$ cat src/rtl/pipe_ctrl_if.sv
// pipe_ctrl_if: pipeline <-> hazard/exception controller bundle.
//   master: pipeline side, drives requests and consumes stall/flush/new_pc/mc status
//   slave : controller side, the mirror image
//   stallreq_id  load-use hazard request from ID
//   mc_start     one-cycle pulse from EX starting a multi-cycle op
//   excpt_req    redirect request from MEM, excpt_pc its target
//   stall[5:0]   per-stage hold: pc, if_id, id, id_ex, ex_mem, mem_wb
//   flush/new_pc pipeline clear and PC to load
//   mc_busy/mc_done multi-cycle op status, stall_cnt stalled-cycle counter
interface pipe_ctrl_if #(parameter int PERF_W = 16);
  logic              stallreq_id;
  logic              mc_start;
  logic              excpt_req;
  logic [31:0]       excpt_pc;
  logic [5:0]        stall;
  logic              flush;
  logic [31:0]       new_pc;
  logic              mc_busy;
  logic              mc_done;
  logic [PERF_W-1:0] stall_cnt;
  modport master (
    output stallreq_id, mc_start, excpt_req, excpt_pc,
    input  stall, flush, new_pc, mc_busy, mc_done, stall_cnt
  );
  modport slave (
    input  stallreq_id, mc_start, excpt_req, excpt_pc,
    output stall, flush, new_pc, mc_busy, mc_done, stall_cnt
  );
endinterface

$ cat src/rtl/pipe_ctrl.sv
// pipe_ctrl: pipeline stall/flush controller with multi-cycle EX sequencing.
//   clk  rising-edge clock
//   rst  synchronous reset, active low
//   bus  pipe_ctrl_if.slave: hazard/mc/exception requests in; stall, flush,
//        new_pc, mc_busy, mc_done, stall_cnt out
//   MC_LAT  EX busy cycles of a multi-cycle op (2..63)
//   PERF_W  width of the stalled-cycle counter
module pipe_ctrl #(
  parameter int MC_LAT = 32,
  parameter int PERF_W = 16
) (
  input logic        clk,
  input logic        rst,
  pipe_ctrl_if.slave bus
);
  localparam logic [1:0] RUN     = 2'd0;
  localparam logic [1:0] MC_BUSY = 2'd1;
  localparam logic [1:0] MC_DONE = 2'd2;
  localparam logic [1:0] FLUSH   = 2'd3;
  logic [1:0]        state, state_nx;
  logic [5:0]        cnt;
  logic [31:0]       pc_q;
  logic [PERF_W-1:0] perf_q;
  logic [5:0]        stall;
  // excpt_req outranks everything except an ongoing FLUSH, which always returns to RUN
  always_comb begin
    state_nx = state == RUN     ? (bus.excpt_req ? FLUSH : bus.mc_start ? MC_BUSY : RUN) :
               state == MC_BUSY ? (bus.excpt_req ? FLUSH : cnt == 6'd0 ? MC_DONE : MC_BUSY) :
               state == MC_DONE ? (bus.excpt_req ? FLUSH : RUN) :
               RUN;
  end
  // reset forces the hold off even before the state register settles
  always_comb begin
    stall = !rst                               ? 6'b000000 :
            state == MC_BUSY                   ? 6'b001111 :
            state == RUN && bus.stallreq_id    ? 6'b000111 :
            6'b000000;
  end
  always_ff @(posedge clk) begin
    if (!rst) begin
      state  <= RUN;
      cnt    <= '0;
      pc_q   <= '0;
      perf_q <= '0;
    end else begin
      state  <= state_nx;
      cnt    <= state == RUN && state_nx == MC_BUSY ? 6'(MC_LAT - 1) :
                state == MC_BUSY && cnt != 6'd0    ? cnt - 6'd1 : cnt;
      pc_q   <= state_nx == FLUSH ? bus.excpt_pc : pc_q;
      perf_q <= |stall && !(&perf_q) ? perf_q + 1'b1 : perf_q;
    end
  end
  assign bus.stall     = stall;
  assign bus.flush     = state == FLUSH;
  assign bus.new_pc    = pc_q;
  assign bus.mc_busy   = state == MC_BUSY;
  assign bus.mc_done   = state == MC_DONE;
  assign bus.stall_cnt = perf_q;
endmodule

$ cat src/flat_wrapper.sv
// flat-port wrapper written by rule: the top's interface ports become plain ports
module pipe_ctrl_flat 
#(
  parameter int MC_LAT = 32,
  parameter int PERF_W = 16
)
  (clk, rst, bus_stallreq_id, bus_mc_start, bus_excpt_req, bus_excpt_pc, bus_stall, bus_flush, bus_new_pc, bus_mc_busy, bus_mc_done, bus_stall_cnt);
  pipe_ctrl_if #(.PERF_W(PERF_W)) bus_i ();
  input logic clk;
  input logic rst;
  input wire logic [$bits(bus_i.stallreq_id)-1:0] bus_stallreq_id;
  input wire logic [$bits(bus_i.mc_start)-1:0] bus_mc_start;
  input wire logic [$bits(bus_i.excpt_req)-1:0] bus_excpt_req;
  input wire logic [$bits(bus_i.excpt_pc)-1:0] bus_excpt_pc;
  output wire logic [$bits(bus_i.stall)-1:0] bus_stall;
  output wire logic [$bits(bus_i.flush)-1:0] bus_flush;
  output wire logic [$bits(bus_i.new_pc)-1:0] bus_new_pc;
  output wire logic [$bits(bus_i.mc_busy)-1:0] bus_mc_busy;
  output wire logic [$bits(bus_i.mc_done)-1:0] bus_mc_done;
  output wire logic [$bits(bus_i.stall_cnt)-1:0] bus_stall_cnt;
  assign bus_i.stallreq_id = bus_stallreq_id;
  assign bus_i.mc_start = bus_mc_start;
  assign bus_i.excpt_req = bus_excpt_req;
  assign bus_i.excpt_pc = bus_excpt_pc;
  assign bus_stall = bus_i.stall;
  assign bus_flush = bus_i.flush;
  assign bus_new_pc = bus_i.new_pc;
  assign bus_mc_busy = bus_i.mc_busy;
  assign bus_mc_done = bus_i.mc_done;
  assign bus_stall_cnt = bus_i.stall_cnt;
  pipe_ctrl #(.MC_LAT(MC_LAT), .PERF_W(PERF_W)) u_core (.clk(clk), .rst(rst), .bus(bus_i));
endmodule
$ cat config.mk
export PLATFORM = sky130hd
export DESIGN_NAME = pipe_ctrl_flat
export DESIGN_NICKNAME = d
export VERILOG_FILES = /design/src/rtl/pipe_ctrl_if.sv /design/src/rtl/pipe_ctrl.sv /design/src/flat_wrapper.sv
export SDC_FILE = /design/constraint.sdc
export NUM_CORES = 1
export LEC_CHECK = 0
export BUFFER_PORTS_ARGS = -buffer_cell sky130_fd_sc_hd__buf_2
export CAP_MARGIN = 40
export CORE_MARGIN = 5
export CORE_UTILIZATION = 40
export CTS_BUF_LIST = sky130_fd_sc_hd__clkbuf_8
export DETAILED_ROUTE_END_ITERATION = 6
export PLACE_DENSITY = 0.68
export RECOVER_POWER = 25
export SYNTH_ARGS = -nofsm -noshare
export SYNTH_HDL_FRONTEND = slang
export SYNTH_SLANG_ARGS = --single-unit
$ cat constraint.sdc
create_clock -name clk -period 2 [get_ports clk]
set_input_delay 0.2 -clock clk [delete_from_list [all_inputs] [get_ports clk]]
set_output_delay 0.2 -clock clk [all_outputs]
set_load 0.01 [all_outputs]
### Yosys cells after proc, flatten, opt, wreduce, memory -nomap -nowiden

Index checks and enable logic that the tools add are counted.

| operators by class | value |
|---|---|
| multiplexer cells | 13 |
| $lt $le $gt $ge | 0 |
| add/sub/neg operators | 2 |
| shift-type cells | 0 |
| div/mod/pow operators | 0 |
| reductions and logical operators | 12 |
| eq/ne operators | 5 |
| multipliers | 0 |
| bitwise gates (word level) | 1 |

Operator list:

| operator | number |
|---|---|
| 16-bit by 1-bit adder with 16-bit output (second input constant) | 1 |
| 16-bit AND reduction | 1 |
| 2-bit 2-to-1 mux | 7 |
| 6-bit 2-to-1 mux | 2 |
| 5-bit 2-to-1 mux | 2 |
| 2-bit equality test (second input constant) | 3 |
| 6-bit zero test | 1 |
| 6-bit nonzero test | 1 |
| 6-bit OR reduction | 1 |
| 6-bit by 1-bit subtractor with 6-bit output (second input constant) | 1 |
| 2-bit by 1-bit equality test with 1-bit output (second input constant) | 2 |
| 1-bit logical AND | 4 |
| 3-bit 2-to-1 mux | 1 |
| 2-bit zero test | 1 |
| 2-bit nonzero test | 1 |
| 2-bit OR reduction | 1 |
| 1-bit zero test | 1 |
| 1-bit 2-to-1 mux | 1 |
| 1-bit inverter | 1 |

| word-level totals | value |
|---|---|
| memories kept | 0 |
| bits in latches | 0 |
| word-level logic and storage cells | 38 |
| bits in read-only memories | 0 |
| RAM bits | 0 |
| output and inout port bits | 57 |
| bits in registers | 56 |

### Logic depth before layout (Yosys ltp)

| logic depth | value |
|---|---|
| depth in word-level cells | 8 |
| mapped depth | 6 |
| depth with buffers taken out | 6 |

### Worst setup path after synthesis

Ideal clock, no wire load.

| timing path | value |
|---|---|
| path kind | flip-flop to flip-flop |
| from | reg u_core.perf_q[3], in the netlist u_core.bus.stall_cnt[3] |
| to | reg u_core.perf_q[9], in the netlist u_core.bus.stall_cnt[9] |
| buffers on the path | 1 |
| path slack | 97 ps |
| cell stages (with the launch flop) | 6 |
| arrival time | 1,833 ps |
| clock period less this slack | 1,903 ps |
| cells stage by stage | dfxtp_1 -> nand4_2 -> or4_1 -> buf_2 -> or4_1 -> a21oi_1 |

| between the ends | value |
|---|---|
| word-level cells in the longest chain between the ends | 3 |
| elaborated cells between the ends (all ways) | 4 |
| those cells by class | 1 x add/sub; 3 x reduce/logical |

RTL lines:

| what | RTL line | source |
|---|---|---|
| start, declared | pipe_ctrl.sv:23 | `logic [PERF_W-1:0] perf_q;` |
| start signal, assigned | pipe_ctrl.sv:50 | `perf_q <= \|stall && !(&perf_q) ? perf_q + 1'b1 : perf_q;` |
| branches (longest 3 deep; another with 16-bit by 1-bit adder with 16-bit output) | n/a |  |

Parallel ways; which one is timed is not known.
A chain may end at the register's enable or synchronous reset.

### Worst setup path in the final report

| timing path | value |
|---|---|
| from | reg u_core.perf_q[4], in the netlist u_core.bus.stall_cnt[4] |
| to | reg u_core.perf_q[9], in the netlist u_core.bus.stall_cnt[9] |

The elaborated chain is that of the path after synthesis.

==> run_summary.xml <==
<?xml version="1.0" encoding="UTF-8"?>
<metrics>
  <group name="outcome">
    <metric name="status" unit="">completed</metric>
  </group>
  <group name="floorplanning">
    <metric name="initial_core_utilization" unit="">0.4067</metric>
    <metric name="dieArea" unit="sq um">7631</metric>
    <metric name="dieHeight" unit="um">87.36</metric>
    <metric name="floorplan.die.width" unit="um">87.36</metric>
    <metric name="placementRows" unit="">28</metric>
    <metric name="ios" unit="">94</metric>
    <metric name="core-area" unit="sq um">5886</metric>
  </group>
  <group name="pwr">
    <metric name="total_power" unit="mW">2.429</metric>
    <metric name="power_report.internal_total" unit="mW">1.685</metric>
    <metric name="sequentialPowerShare" unit="">0.522</metric>
    <metric name="p_sw" unit="mW">0.7447</metric>
    <metric name="comb_power_frac" unit="">0.225</metric>
    <metric name="power_density" unit="nW/um^2">789.0</metric>
    <metric name="sw_frac_of_total" unit="">0.3065</metric>
    <metric name="peakVddDrop" unit="V">0.0003586</metric>
    <metric name="clock_power_share" unit="">0.253</metric>
    <metric name="cellLeakagePower" unit="nW">1.327</metric>
  </group>
  <group name="setup_path">
    <metric name="crit_path_max_fanout" unit="">6</metric>
    <metric name="critPathLaunchType" unit="">flop</metric>
    <metric name="worstSetupEndpointType" unit="">flop</metric>
    <metric name="worstSetupPathType" unit="">reg -&gt; reg</metric>
    <metric name="crit_required" unit="ps">2230</metric>
    <metric name="timing.critical_path.arrival" unit="ps">2120</metric>
  </group>
  <group name="global_route">
    <metric name="first_global_vias" unit="">2173</metric>
    <metric name="global_route.usage.total" unit="">0.1604</metric>
    <metric name="grt_max_degree" unit="">33</metric>
    <metric name="antenna_found_initial" unit="">0</metric>
    <metric name="globalRouteOverflowTotal" unit="">0</metric>
    <metric name="grt_pass1_wl" unit="mm">10.05</metric>
  </group>
  <group name="route">
    <metric name="wirelength" unit="mm">6.263</metric>
    <metric name="dr.pass1.iters" unit="">4</metric>
    <metric name="drt_drc_violations_left" unit="">0</metric>
    <metric name="routed_via_density" unit="">5.095</metric>
    <metric name="drtAntennaViolNets" unit="">0</metric>
    <metric name="drt_iter0_drc" unit="">115</metric>
    <metric name="average_wire_per_standard_cell" unit="um">13.19</metric>
    <metric name="vias_after_detailed_routing" unit="">2420</metric>
  </group>
  <group name="clock_network">
    <metric name="total_clock_buffers_created_by_cts" unit="">5</metric>
    <metric name="cts-root-buf" unit="">clkbuf_8</metric>
    <metric name="worst_skew_pair.late_latency" unit="ps">300</metric>
    <metric name="clock-sinks" unit="">56</metric>
    <metric name="htreeDepth" unit="">2</metric>
    <metric name="clkTransAtPathRegs" unit="ps">100</metric>
    <metric name="clk_path_buf_depth" unit="">2</metric>
    <metric name="tritoncts" unit="">done</metric>
  </group>
  <group name="placed_design">
    <metric name="dp_hpwl" unit="mm">4.724</metric>
    <metric name="portBuffers" unit="">91</metric>
    <metric name="placement.setup.worst_slack" unit="ps">111.8</metric>
    <metric name="dpl.cell_count" unit="">465</metric>
    <metric name="final_weighted_congestion_of_routability_driven_global_placement" unit="">0.8831</metric>
    <metric name="dpl_cell_area" unit="sq um">2999</metric>
  </group>
  <group name="timing">
    <metric name="timing.final.hold_violations" unit="">0</metric>
    <metric name="fin_setup_tns" unit="ps">0</metric>
    <metric name="finClkSkew" unit="ps">6.794</metric>
    <metric name="max_freq" unit="MHz">528.4</metric>
    <metric name="timing.slew.headroom" unit="">0.6148</metric>
    <metric name="grt_setup_unrepaired" unit="">false</metric>
    <metric name="hold_ws" unit="ps">119.2</metric>
    <metric name="setup_slack" unit="ps">107.4</metric>
    <metric name="final_worst_path_period_share" unit="">0.9463</metric>
    <metric name="tightest_slew" unit="ps">573.4</metric>
    <metric name="slew_violations" unit="">0</metric>
    <metric name="report.final.setup_viol" unit="">0</metric>
    <metric name="period_minus_slack" unit="ps">1893</metric>
  </group>
  <group name="logic_synthesis">
    <metric name="predominant_post_synthesis_flop_cell" unit="">dfxtp_1</metric>
    <metric name="postSynthAreaPerCell" unit="sq um">7.978</metric>
    <metric name="synth_enable_flop_cells" unit="">0</metric>
    <metric name="syn_area" unit="sq um">2394</metric>
    <metric name="cell_variety_after_synth" unit="">44</metric>
    <metric name="sequential_fraction_of_the_synthesis_area" unit="">0.4684</metric>
    <metric name="synthesis.yosys.warnings" unit="">0</metric>
    <metric name="async_flop_share" unit="">0</metric>
    <metric name="synth_instances" unit="">300</metric>
    <metric name="ys_ff_latch" unit="">56</metric>
  </group>
  <group name="finish">
    <metric name="num-nets-final" unit="">438</metric>
    <metric name="fin_util" unit="">0.5232</metric>
    <metric name="layout-drive-gt1-share" unit="">0.2425</metric>
    <metric name="num_antenna_cells" unit="">0</metric>
    <metric name="layout-area-overhead-vs-synth" unit="%">28.65</metric>
    <metric name="non_filler_instance_count_after_layout" unit="">475</metric>
    <metric name="final_cell_area" unit="sq um">3079</metric>
  </group>
  <group name="hold_path">
    <metric name="type_of_the_most_critical_hold_path" unit="">in -&gt; reg</metric>
  </group>
  <group name="job">
    <metric name="max_cap_viol_count" unit="">0</metric>
  </group>
</metrics>
[cell usage in the layout (no fill, tap or decap), types with 6 or more instances in the layout]
cell / netlist / layout
nand2_1: 79 / 79
a21oi_1: 41 / 41
nor2_1: 8 / 8
mux2i_1: 6 / 6
buf_4: 4 / 18
clkbuf_1: 14 / 27
nand3_1: 8 / 8
inv_1: 7 / 8
dfxtp_1: 56 / 55
nor3_1: 11 / 11
buf_2: 1 / 64
[final timing paths]
path,startpoint,endpoint,slack [ps],cells past startpoint
worst min-delay path,bus_excpt_pc[5],u_core.bus.new_pc[5],120,3
worst max-delay path,u_core.bus.stall_cnt[4],u_core.bus.stall_cnt[9],110,4
worst min register to register,u_core.bus.new_pc[7],u_core.bus.new_pc[7],460,2
worst max register to register,u_core.bus.stall_cnt[4],u_core.bus.stall_cnt[9],110,4
[synthesized netlist by cell type, drive strengths merged (3+ instances only)]
library cell  instances  area, sq um
and3                  3        18.77
or4                   4        30.03
mux2i                 6        60.06
nand3                 8        40.04
a31oi                 4        25.02
buf                   5        35.03
and2                  4        25.02
and4                  5        43.79
clkbuf               14        52.55
inv                   7        26.28
dfxtp                56         1121
nand2                79        296.5
nor3                 11        55.05
nand4                 6        43.79
o31ai                 4        30.03
a21oi                41        205.2
nor2                  8        30.03
o21ai                 5        25.02
[layer usage]
metal / vias to the layer above / global-route usage / share of wire
li1: 1240 / - / -
met1: 1110 / 0.2150 / 0.46
met2: 60 / 0.2651 / 0.48
met3: 10 / 0.01892 / 0.049
met4: 0 / 0.05579 / 0.014
met5: - / 0 / 0
[worst max-delay path, stage by stage, from the launching register on]
cell	delay, ps
dfxtp_1	420
nand4_2	170
or4_1	530
or4_1	530
a21oi_1	170
[layout make-up]
type	instances	area, sq um
Clock buffer	5	68.82
Clock inverter	3	20.02
Fill cell	609	2806
Inverter	8	33.78
Multi-Input combinational cell	218	1164
Sequential cell	56	1122
Tap cell	75	93.84
Timing Repair Buffer	110	576.8
[flip-flops by register name, summed over array words and instances, names as in the netlist]
signal	count
u_core.state	2
u_core.bus.stall_cnt	16
u_core.bus.new_pc	32
u_core.cnt	6
[cells by family (layout without fill, tap and decap cells)]
kind of cell | Yosys count | count (layout) | share of synthesized area
buffers and inverters | 27 | 126 | 0.04914
flip-flops | 56 | 56 | 0.4684
AO/OA/AOI/OAI | 66 | 66 | 0.1610
AND/OR/NAND/NOR | 141 | 141 | 0.2807
multiplexers | 6 | 6 | 0.02509
other | 1 | 2 | 0.001567
XOR/XNOR | 1 | 1 | 0.003660
adder cells (fa/ha/maj) | 2 | 2 | 0.01045
[power groups by stage]
stage	Clock [mW]	Combinational, mW	Sequential, mW
after floorplan	0	0.323	1.31
after global placement	0	0.534	1.29
after detailed placement	0	0.546	1.29
after CTS	0.639	0.547	1.26
after global routing	0.690	0.616	1.28
final	0.615	0.545	1.27
[what timing repair did]
action | 4_1_cts | 5_1_grt
hold buffers | 0 | 0
resized for setup | 0 | 3
setup endpoints to repair | 0 | 5
setup buffers | 0 | 2
Note: power is estimated with default switching activity, not from simulation.
